## src/rtl/stopwatch_pkg.sv

```systemverilog
// Shared encodings and digit limits for the MM:SS BCD stopwatch.
package stopwatch_pkg;

  localparam logic [1:0] ST_IDLE  = 2'd0;
  localparam logic [1:0] ST_RUN   = 2'd1;
  localparam logic [1:0] ST_PAUSE = 2'd2;

  localparam int BCD_W_DEF    = 4;
  localparam int SEC_TENS_MAX = 5;
  localparam int DIGIT_MAX    = 9;

  typedef enum logic [1:0] {
    IDLE  = ST_IDLE,
    RUN   = ST_RUN,
    PAUSE = ST_PAUSE
  } state_t;

endpackage

```

## src/rtl/bcd_digit_cnt.sv

```systemverilog
// One BCD digit of the stopwatch chain; rolls to 0 on the same edge that
// it reports carry, so the next digit advances in lock-step.
module bcd_digit_cnt #(
  parameter int BCD_W = 4
) (
  input  logic             clk,
  input  logic             rst_n,
  input  logic             clr,
  input  logic             inc,
  input  logic [BCD_W-1:0] max,
  output logic [BCD_W-1:0] q,
  output logic             carry
);

  assign carry = inc & (q == max);

  always_ff @(posedge clk) begin
    if (!rst_n) begin
      q <= '0;
    end else if (clr || carry) begin
      q <= '0;
    end else if (inc) begin
      q <= q + 1'b1;
    end
  end

endmodule

```

## src/rtl/stopwatch_bcd.sv

```systemverilog
// MM:SS BCD stopwatch driven by a sampled 1 Hz divider output.
// Optional lap-freeze display selected by STOPWATCH_LAP_EN.
//
//   state | meaning
//   IDLE  | stopped at 00:00, waiting for start
//   RUN   | counting on each divider tick
//   PAUSE | digits held, ticks ignored
module stopwatch_bcd
  import stopwatch_pkg::*;
#(
  parameter int BCD_W        = BCD_W_DEF,
  parameter int MIN_TENS_MAX = 5
) (
  input  logic             clk,
  input  logic             rst_n,
  input  logic             clk_div,
  input  logic             start_pause,
  input  logic             clear,
  input  logic             lap,
  output logic [BCD_W-1:0] sec_ones,
  output logic [BCD_W-1:0] sec_tens,
  output logic [BCD_W-1:0] min_ones,
  output logic [BCD_W-1:0] min_tens,
  output logic             running,
  output logic             wrap
);

  localparam logic [BCD_W-1:0] MAX_ONES = BCD_W'(DIGIT_MAX);
  localparam logic [BCD_W-1:0] MAX_STEN = BCD_W'(SEC_TENS_MAX);
  localparam logic [BCD_W-1:0] MAX_MTEN = BCD_W'(MIN_TENS_MAX);

  state_t           state;
  logic             clk_div_d;
  logic             tick;
  logic             advance;
  logic             c_so, c_st, c_mo, c_mt;
  logic [BCD_W-1:0] so_q, st_q, mo_q, mt_q;

  // clk_div_d resets high so a divider already high at release is not an edge
  assign tick    = clk_div & ~clk_div_d;
  assign advance = (state == RUN) & tick & ~start_pause & ~clear;

  always_ff @(posedge clk) begin
    if (!rst_n) begin
      state     <= IDLE;
      running   <= 1'b0;
      wrap      <= 1'b0;
      clk_div_d <= 1'b1;
    end else begin
      clk_div_d <= clk_div;
      wrap      <= c_mt;
      if (clear) begin
        state   <= IDLE;
        running <= 1'b0;
      end else if (start_pause) begin
        case (state)
          IDLE, PAUSE: begin
            state   <= RUN;
            running <= 1'b1;
          end
          RUN: begin
            state   <= PAUSE;
            running <= 1'b0;
          end
          default: begin
            state   <= IDLE;
            running <= 1'b0;
          end
        endcase
      end
    end
  end

  bcd_digit_cnt #(.BCD_W(BCD_W)) u_sec_ones (
    .clk(clk), .rst_n(rst_n), .clr(clear), .inc(advance),
    .max(MAX_ONES), .q(so_q), .carry(c_so)
  );

  bcd_digit_cnt #(.BCD_W(BCD_W)) u_sec_tens (
    .clk(clk), .rst_n(rst_n), .clr(clear), .inc(c_so),
    .max(MAX_STEN), .q(st_q), .carry(c_st)
  );

  bcd_digit_cnt #(.BCD_W(BCD_W)) u_min_ones (
    .clk(clk), .rst_n(rst_n), .clr(clear), .inc(c_st),
    .max(MAX_ONES), .q(mo_q), .carry(c_mo)
  );

  bcd_digit_cnt #(.BCD_W(BCD_W)) u_min_tens (
    .clk(clk), .rst_n(rst_n), .clr(clear), .inc(c_mo),
    .max(MAX_MTEN), .q(mt_q), .carry(c_mt)
  );

`ifdef STOPWATCH_LAP_EN
  logic             frozen;
  logic [BCD_W-1:0] h_so, h_st, h_mo, h_mt;

  // The live count keeps running underneath; only the display is held.
  always_ff @(posedge clk) begin
    if (!rst_n) begin
      frozen <= 1'b0;
      h_so   <= '0;
      h_st   <= '0;
      h_mo   <= '0;
      h_mt   <= '0;
    end else if (clear || (start_pause && state == RUN)) begin
      frozen <= 1'b0;
    end else if (lap) begin
      if (frozen) begin
        frozen <= 1'b0;
      end else if (state == RUN) begin
        frozen <= 1'b1;
        h_so   <= so_q;
        h_st   <= st_q;
        h_mo   <= mo_q;
        h_mt   <= mt_q;
      end
    end
  end

  assign sec_ones = frozen ? h_so : so_q;
  assign sec_tens = frozen ? h_st : st_q;
  assign min_ones = frozen ? h_mo : mo_q;
  assign min_tens = frozen ? h_mt : mt_q;
`else
  logic unused_lap;
  assign unused_lap = lap;

  assign sec_ones = so_q;
  assign sec_tens = st_q;
  assign min_ones = mo_q;
  assign min_tens = mt_q;
`endif

endmodule

```

## config.mk

```make
export PLATFORM = sky130hd
export DESIGN_NAME = stopwatch_bcd
export DESIGN_NICKNAME = d
export VERILOG_FILES = /design/src/rtl/stopwatch_pkg.sv /design/src/rtl/bcd_digit_cnt.sv /design/src/rtl/stopwatch_bcd.sv
export SDC_FILE = /design/constraint.sdc
export NUM_CORES = 1
export LEC_CHECK = 0
export BUFFER_PORTS_ARGS = -buffer_cell sky130_fd_sc_hd__buf_4
export CAP_MARGIN = 20
export CORE_UTILIZATION = 52
export DETAILED_ROUTE_END_ITERATION = 8
export PLACE_DENSITY_LB_ADDON = 0.1
export SLEW_MARGIN = 30
export SYNTH_ARGS = -nofsm -noshare
export SYNTH_HDL_FRONTEND = slang
export SYNTH_SLANG_ARGS = --single-unit
```

## constraint.sdc

```tcl
create_clock -name clk -period 2.6 [get_ports clk]
set_input_delay 0.26 -clock clk [delete_from_list [all_inputs] [get_ports clk]]
set_output_delay 0.26 -clock clk [all_outputs]
set_load 0.1 [all_outputs]
```

==> results.sh, run 1 <==
export IMPL_power_leakage_nw=0.5474
export IMPL_wl_mm=2.068
export IMPL_ys_flop_type="dfxtp_1"
export IMPL_h_tree_depth=1
export IMPL_whs_endpoint="clk_div_d$_SDFF_PN1_"
export IMPL_clock_skew_ps=2.570
export IMPL_ant_nets=0
export IMPL_rows=15
export IMPL_finalSetupTns_ps=0
export IMPL_cts_tree="done"
export IMPL_cts_sinks=21
export IMPL_die_area_mm2=0.002217
export IMPL_clock_latency_ps=300
export IMPL_gp_congestion=0.8651
export IMPL_grt_usage_pct=21.80
export IMPL_fill_cells=157
export IMPL_syn_area_mm2=0.001057
export IMPL_worst_setup_path_end_kind="register"
export IMPL_synthCells=119
export IMPL_timing_fmax_mhz=493.5
export IMPL_setup_viol=0
export IMPL_via_count=878
export IMPL_synth_top_area_share_pct=39.76
export IMPL_report_final_slew_viol_count=0
export IMPL_dp_hpwl_mm=1.492
export IMPL_synth_edf_count=0
export IMPL_wl_per_cell_um=12.38
export IMPL_min_period_over_period_pct=77.94
export IMPL_power_density_mw_per_mm2=405.2
export IMPL_drv_cap=0
export IMPL_r2r_end="u_min_tens.q[0]$_SDFFE_PP0P_"
export IMPL_cp_arrival_ps=2260
export IMPL_outcome="complete, no violations"
export IMPL_whs_path_depth=2
export IMPL_slew_headroom_pct=66.58
export IMPL_rsz0062_at_grt="no"
export IMPL_min_delay_start="rst_n"
export IMPL_synth_seq_cells=21
export IMPL_hold_path_class="in2reg"
export IMPL_yosysWarnings=0
export IMPL_crit_fanout=10
export IMPL_tightest_slew_ps=501.3
export IMPL_yosysSeqAreaShare_pct=39.76
export IMPL_avgSynthCellArea_um2=8.885
export IMPL_async_reset_ff_share_pct=0
export IMPL_syn_nets=133
export IMPL_ir_drop_mv=0.3588
export IMPL_placed_area_mm2=0.001242
export IMPL_instances_no_fill=167
export IMPL_cts_resized=0
export IMPL_cts_setup_buffers=0
export IMPL_path_clk_slew_ps=120
export IMPL_final_cell_area_mm2=0.001269
export IMPL_hold_viol_final=0
export IMPL_total_power_mw=0.5141
export IMPL_grt_max_degree=14
export IMPL_grt_pass1_vias=781
export IMPL_die_w_um=47.09
export IMPL_drc=0
export IMPL_required_ps=2840
export IMPL_drive_gt1_share_pct=21.13
export IMPL_worstPathCellList="ha_1 -> and3b_1 -> nand4_2 -> or4_1 -> a21oi_1"
export IMPL_yosys_area_top_type="dfxtp_1"
export IMPL_syn_to_final_growth_pct=20.00
export IMPL_cts_root_buf="clkbuf_4"
export IMPL_antenna_cells=0
export IMPL_finalCriticalPeriod_ps=2026
export IMPL_cts_buffer_depth=2
export IMPL_synthTopCellsByArea="dfxtp_1 40%, ha_1 9.5%, nor2_1 5.3%"
export IMPL_grt_pass1_wl_mm=3.408
export IMPL_io_pins=24
export IMPL_slowest_delay_ps=580
export IMPL_rr_worst_depth=5
export IMPL_dr_pass1_iters=4
export IMPL_cp_top_family="simple AND/OR/NAND/NOR gates"
export IMPL_rr_startpoint="u_sec_ones.q[0]$_SDFFE_PP0P_"
export IMPL_placed_cells=163
export IMPL_antenna_found_initial=0
export IMPL_drt_iter0_drc=18
export IMPL_portBuffers=22
export IMPL_postCtsHoldBufs=0
export IMPL_grt_overflow=0
export IMPL_start_util_pct=58.08
export IMPL_crit_type="reg2reg"
export IMPL_nets=157
export IMPL_numCtsBuffers=3
export IMPL_ys_types=33
export IMPL_reg2reg_slack_ps=570
export IMPL_die_h_um=47.09
export IMPL_via_per_inst=5.257
export IMPL_crit_slowest_cell="or4_1"
export IMPL_core_area_mm2=0.001821
export IMPL_start_kind="register"
export IMPL_worst_path_buf_inv=0
## Yosys cell counts, types with 3 or more instances
master,instances
a21oi_1,5
dfxtp_1,21
mux2i_1,4
and3b_1,3
clkbuf_1,3
nor2_1,15
ha_1,8
o21ai_0,7
nand2_1,8
nand3_1,6
nand2b_1,3
inv_1,6
nor2b_1,3
## layer usage
layer  vias up  routed length, um  track usage (%)
met4         0                 15            6.286
met3         2                 56            6.923
li1        464                  -                -
met2        13                947            35.83
met5         -                  0                0
met1       399               1048            27.49
## worst max path at each step
stage | from | cells past startpoint | slack [ps] | to
2_1_floorplan | u_sec_ones.q[0]$_SDFFE_PP0P_ | 6 | 4 | u_min_tens.q[0]$_SDFFE_PP0P_
6_report | u_sec_ones.q[0]$_SDFFE_PP0P_ | 5 | 570 | u_min_tens.q[0]$_SDFFE_PP0P_
5_1_grt | u_sec_ones.q[0]$_SDFFE_PP0P_ | 5 | 430 | u_min_ones.q[3]$_SDFFE_PP0P_
3_5_place_dp | u_sec_ones.q[0]$_SDFFE_PP0P_ | 5 | 620 | u_min_tens.q[0]$_SDFFE_PP0P_
4_1_cts | u_sec_ones.q[0]$_SDFFE_PP0P_ | 5 | 570 | u_min_tens.q[0]$_SDFFE_PP0P_
3_3_place_gp | start_pause | 5 | 660 | u_min_tens.q[0]$_SDFFE_PP0P_
## state kept, by name, summed over array words and instances (netlist names)
register,count
running,1
u_sec_ones.q,4
u_min_ones.q,4
wrap,1
u_min_tens.q,4
u_sec_tens.q,4
clk_div_d,1
state,2
## metrics by stage
stage	hold slack [ps]	worst slack [ps]	util (%)
floorplan	333.0	4.111	-
global placement	454.3	661.5	68.25
detailed placement	463.8	619.6	68.25
CTS	128.5	567.5	69.69
global route	125.4	426.8	69.69
finish	131.7	573.6	69.69
## layout by cell type, fill, tap and decap left out, types with 4 or more instances in the layout
cell type,instances
o21ai_0,7
dfxtp_1,21
inv_1,6
a21oi_1,5
mux2i_1,4
nand3_1,6
nand2_1,8
ha_1,8
buf_4,22
nor2_1,15
## final cells by class
type                            count  area (um^2)  share of cell area [%]
Clock buffer                        4        26.28                   2.071
Inverter                            6        22.52                   1.775
Multi-Input combinational cell     89        603.1                   47.53
Sequential cell                    21        420.4                   33.14
Tap cell                           25        31.28                   2.465
Timing Repair Buffer               22        165.2                   13.02
## worst reg2reg max path: stages (launching register included)
cell and delay, ps:
dfxtp_1 440, ha_1 200, and3b_1 310, nand4_2 280, or4_1 580, a21oi_1 150
## where the power goes
group,internal [mW],switching (mW)
Sequential,0.324,0.00210
Clock,0.0598,0.0986
Combinational,0.0106,0.0187
## cell families (layout without fill, tap and decap cells)
kind of cell | Yosys count | after routing | share of synthesized area [%]
AOI/OAI and AO/OA | 19 | 19 | 10.77
muxes | 5 | 5 | 4.852
and+or+nand+nor | 54 | 54 | 29.47
adders and majority gates | 8 | 8 | 9.468
xor gates and xnor gates | 3 | 3 | 2.486
DFF | 21 | 21 | 39.76
buffers and inverters | 9 | 32 | 3.195
No activity file was read; power rests on OpenSTA's default activity.
==> run 2, diff against run 1 <==
--- a/config.mk
+++ b/config.mk
@@ -7,7 +7,7 @@
 export LEC_CHECK = 0
 export BUFFER_PORTS_ARGS = -buffer_cell sky130_fd_sc_hd__buf_4
 export CAP_MARGIN = 20
-export CORE_UTILIZATION = 52
+export CORE_UTILIZATION = 47
 export DETAILED_ROUTE_END_ITERATION = 8
 export PLACE_DENSITY_LB_ADDON = 0.1
 export SLEW_MARGIN = 30
==> constraint.sdc (replaced) <==
create_clock -name clk -period 1.8 [get_ports clk]
set_input_delay 0.18 -clock clk [delete_from_list [all_inputs] [get_ports clk]]
set_output_delay 0.18 -clock clk [all_outputs]
set_load 0.1 [all_outputs]
==> results.sh, run 2 (synthesis gave the netlist of run 1 again) <==
export IMPL_ant_nets=0
export IMPL_clock_skew_ps=6.638
export IMPL_final_cell_area_mm2=0.001380
export IMPL_wl_mm=2.053
export IMPL_finalCriticalPeriod_ps=1683
export IMPL_power_density_mw_per_mm2=538.8
export IMPL_crit_fanout=10
export IMPL_rows=16
export IMPL_antenna_found_initial=0
export IMPL_tightest_slew_ps=516.6
export IMPL_syn_to_final_growth_pct=30.53
export IMPL_via_per_inst=5.286
export IMPL_io_pins=24
export IMPL_antenna_cells=0
export IMPL_crit_type="reg2reg"
export IMPL_cts_sinks=21
export IMPL_h_tree_depth=1
export IMPL_drt_iter0_drc=13
export IMPL_drc=0
export IMPL_grt_max_degree=14
export IMPL_numCtsBuffers=3
export IMPL_clock_latency_ps=310
export IMPL_final_cell_mix="28 x buf_4, 15 x nor2_1, 9 x dfxtp_2, 8 x nand2_1"
export IMPL_portBuffers=22
export IMPL_ir_drop_mv=0.3804
export IMPL_start_util_pct=51.78
export IMPL_dp_hpwl_mm=1.554
export IMPL_core_area_mm2=0.002042
export IMPL_cts_buffer_depth=2
export IMPL_drv_cap=0
export IMPL_via_count=925
export IMPL_grt_pass1_vias=795
export IMPL_path_clk_slew_ps=120
export IMPL_die_h_um=49.43
export IMPL_dr_pass1_iters=4
export IMPL_power_leakage_nw=0.5894
export IMPL_finish_utilization_pct=67.59
export IMPL_start_kind="register"
export IMPL_slew_headroom_pct=65.56
export IMPL_whs_ps=40.04
export IMPL_cp_arrival_ps=1930
export IMPL_timing_fmax_mhz=594.3
export IMPL_die_w_um=49.43
export IMPL_worst_setup_path_end_kind="register"
export IMPL_grt_usage_pct=18.26
export IMPL_die_area_mm2=0.002443
export IMPL_rr_startpoint="state[1]$_SDFFE_PP0P_"
export IMPL_grt_pass1_wl_mm=3.429
export IMPL_hold_path_class="in2reg"
export IMPL_min_delay_start="rst_n"
export IMPL_hold_viol_final=0
export IMPL_nets=163
export IMPL_min_period_over_period_pct=93.48
export IMPL_wl_per_cell_um=11.73
export IMPL_reg2reg_slack_ps=120
export IMPL_outcome="complete, no violations"
export IMPL_setup_viol=0
export IMPL_rr_worst_depth=4
export IMPL_cts_tree="done"
export IMPL_drive_gt1_share_pct=37.16
export IMPL_crit_end="u_min_tens.q[0]$_SDFFE_PP0P_"
export IMPL_report_final_slew_viol_count=0
export IMPL_required_ps=2040
export IMPL_placed_cells=171
export IMPL_gp_congestion=0.8286
export IMPL_rsz0062_at_grt="no"
export IMPL_crit_start="state[1]$_SDFFE_PP0P_"
export IMPL_placed_area_mm2=0.001350
export IMPL_grt_overflow=0
export IMPL_instances_no_fill=175
export IMPL_final_common_cell="buf_4"
export IMPL_r2r_end="u_min_tens.q[0]$_SDFFE_PP0P_"
export IMPL_cts_root_buf="clkbuf_4"
run 2: area by class of cell:
class	count	area (um^2)
Sequential cell	21	450.4
Tap cell	27	33.78
Clock buffer	3	22.52
Timing Repair Buffer	28	210.2
Fill cell	191	661.9
Inverter	6	22.52
Multi-Input combinational cell	89	635.6
Clock inverter	1	5.005
run 2: per-stage QoR:
stage	power (mW)	setup TNS, ps	worst slack (ps)
6_report	0.7436	0	117.4
5_1_grt	0.7820	0	24.95
4_1_cts	0.7561	0	66.05
3_5_place_dp	0.5227	0	97.34
3_3_place_gp	0.5224	0	136.5
2_1_floorplan	0.5022	-35.58	-35.58
run 2: repair_timing:
item | 4_1_cts | 5_1_grt
hold endpoints to repair | 0 | 0
hold buffers | 0 | 0
setup buffers | 0 | 0
endpoints found under the setup margin | 0 | 1
resized for setup | 0 | 2
run 2: where the power goes:
group	leakage, nW	internal (mW)	total (mW)	switching [mW]
registers	0.178	0.461	0.463	0.00279
clock network	0.0177	0.0831	0.231	0.148
logic	0.393	0.0199	0.0488	0.0289
total	0.589	0.564	0.744	0.180
run 2: worst max-delay path, cell delays in order (launching register included):
cell	delay [ps]
dfxtp_1	360
nor4b_4	430
nand4_4	240
or4_1	440
a21oi_1	140
run 2: how the worst min path moves through the flow:
stage,to,slack (ps),depth (start not counted)
3_3_place_gp,clk_div_d$_SDFF_PN1_,370,2
6_report,clk_div_d$_SDFF_PN1_,40,2
2_1_floorplan,clk_div_d$_SDFF_PN1_,250,1
4_1_cts,clk_div_d$_SDFF_PN1_,40,2
5_1_grt,clk_div_d$_SDFF_PN1_,30,2
3_5_place_dp,clk_div_d$_SDFF_PN1_,380,2
run 2: routing by layer:
| metal | part of all wire [%] | vias to the layer above | global-route usage (%) |
|---|---|---|---|
| met5 | 0 | - | 0 |
| met3 | 3.4 | 3 | 2.804 |
| met4 | 1.4 | 0 | 7.143 |
| met2 | 45 | 21 | 30.14 |
| met1 | 50 | 421 | 23.79 |
| li1 | - | 480 | - |
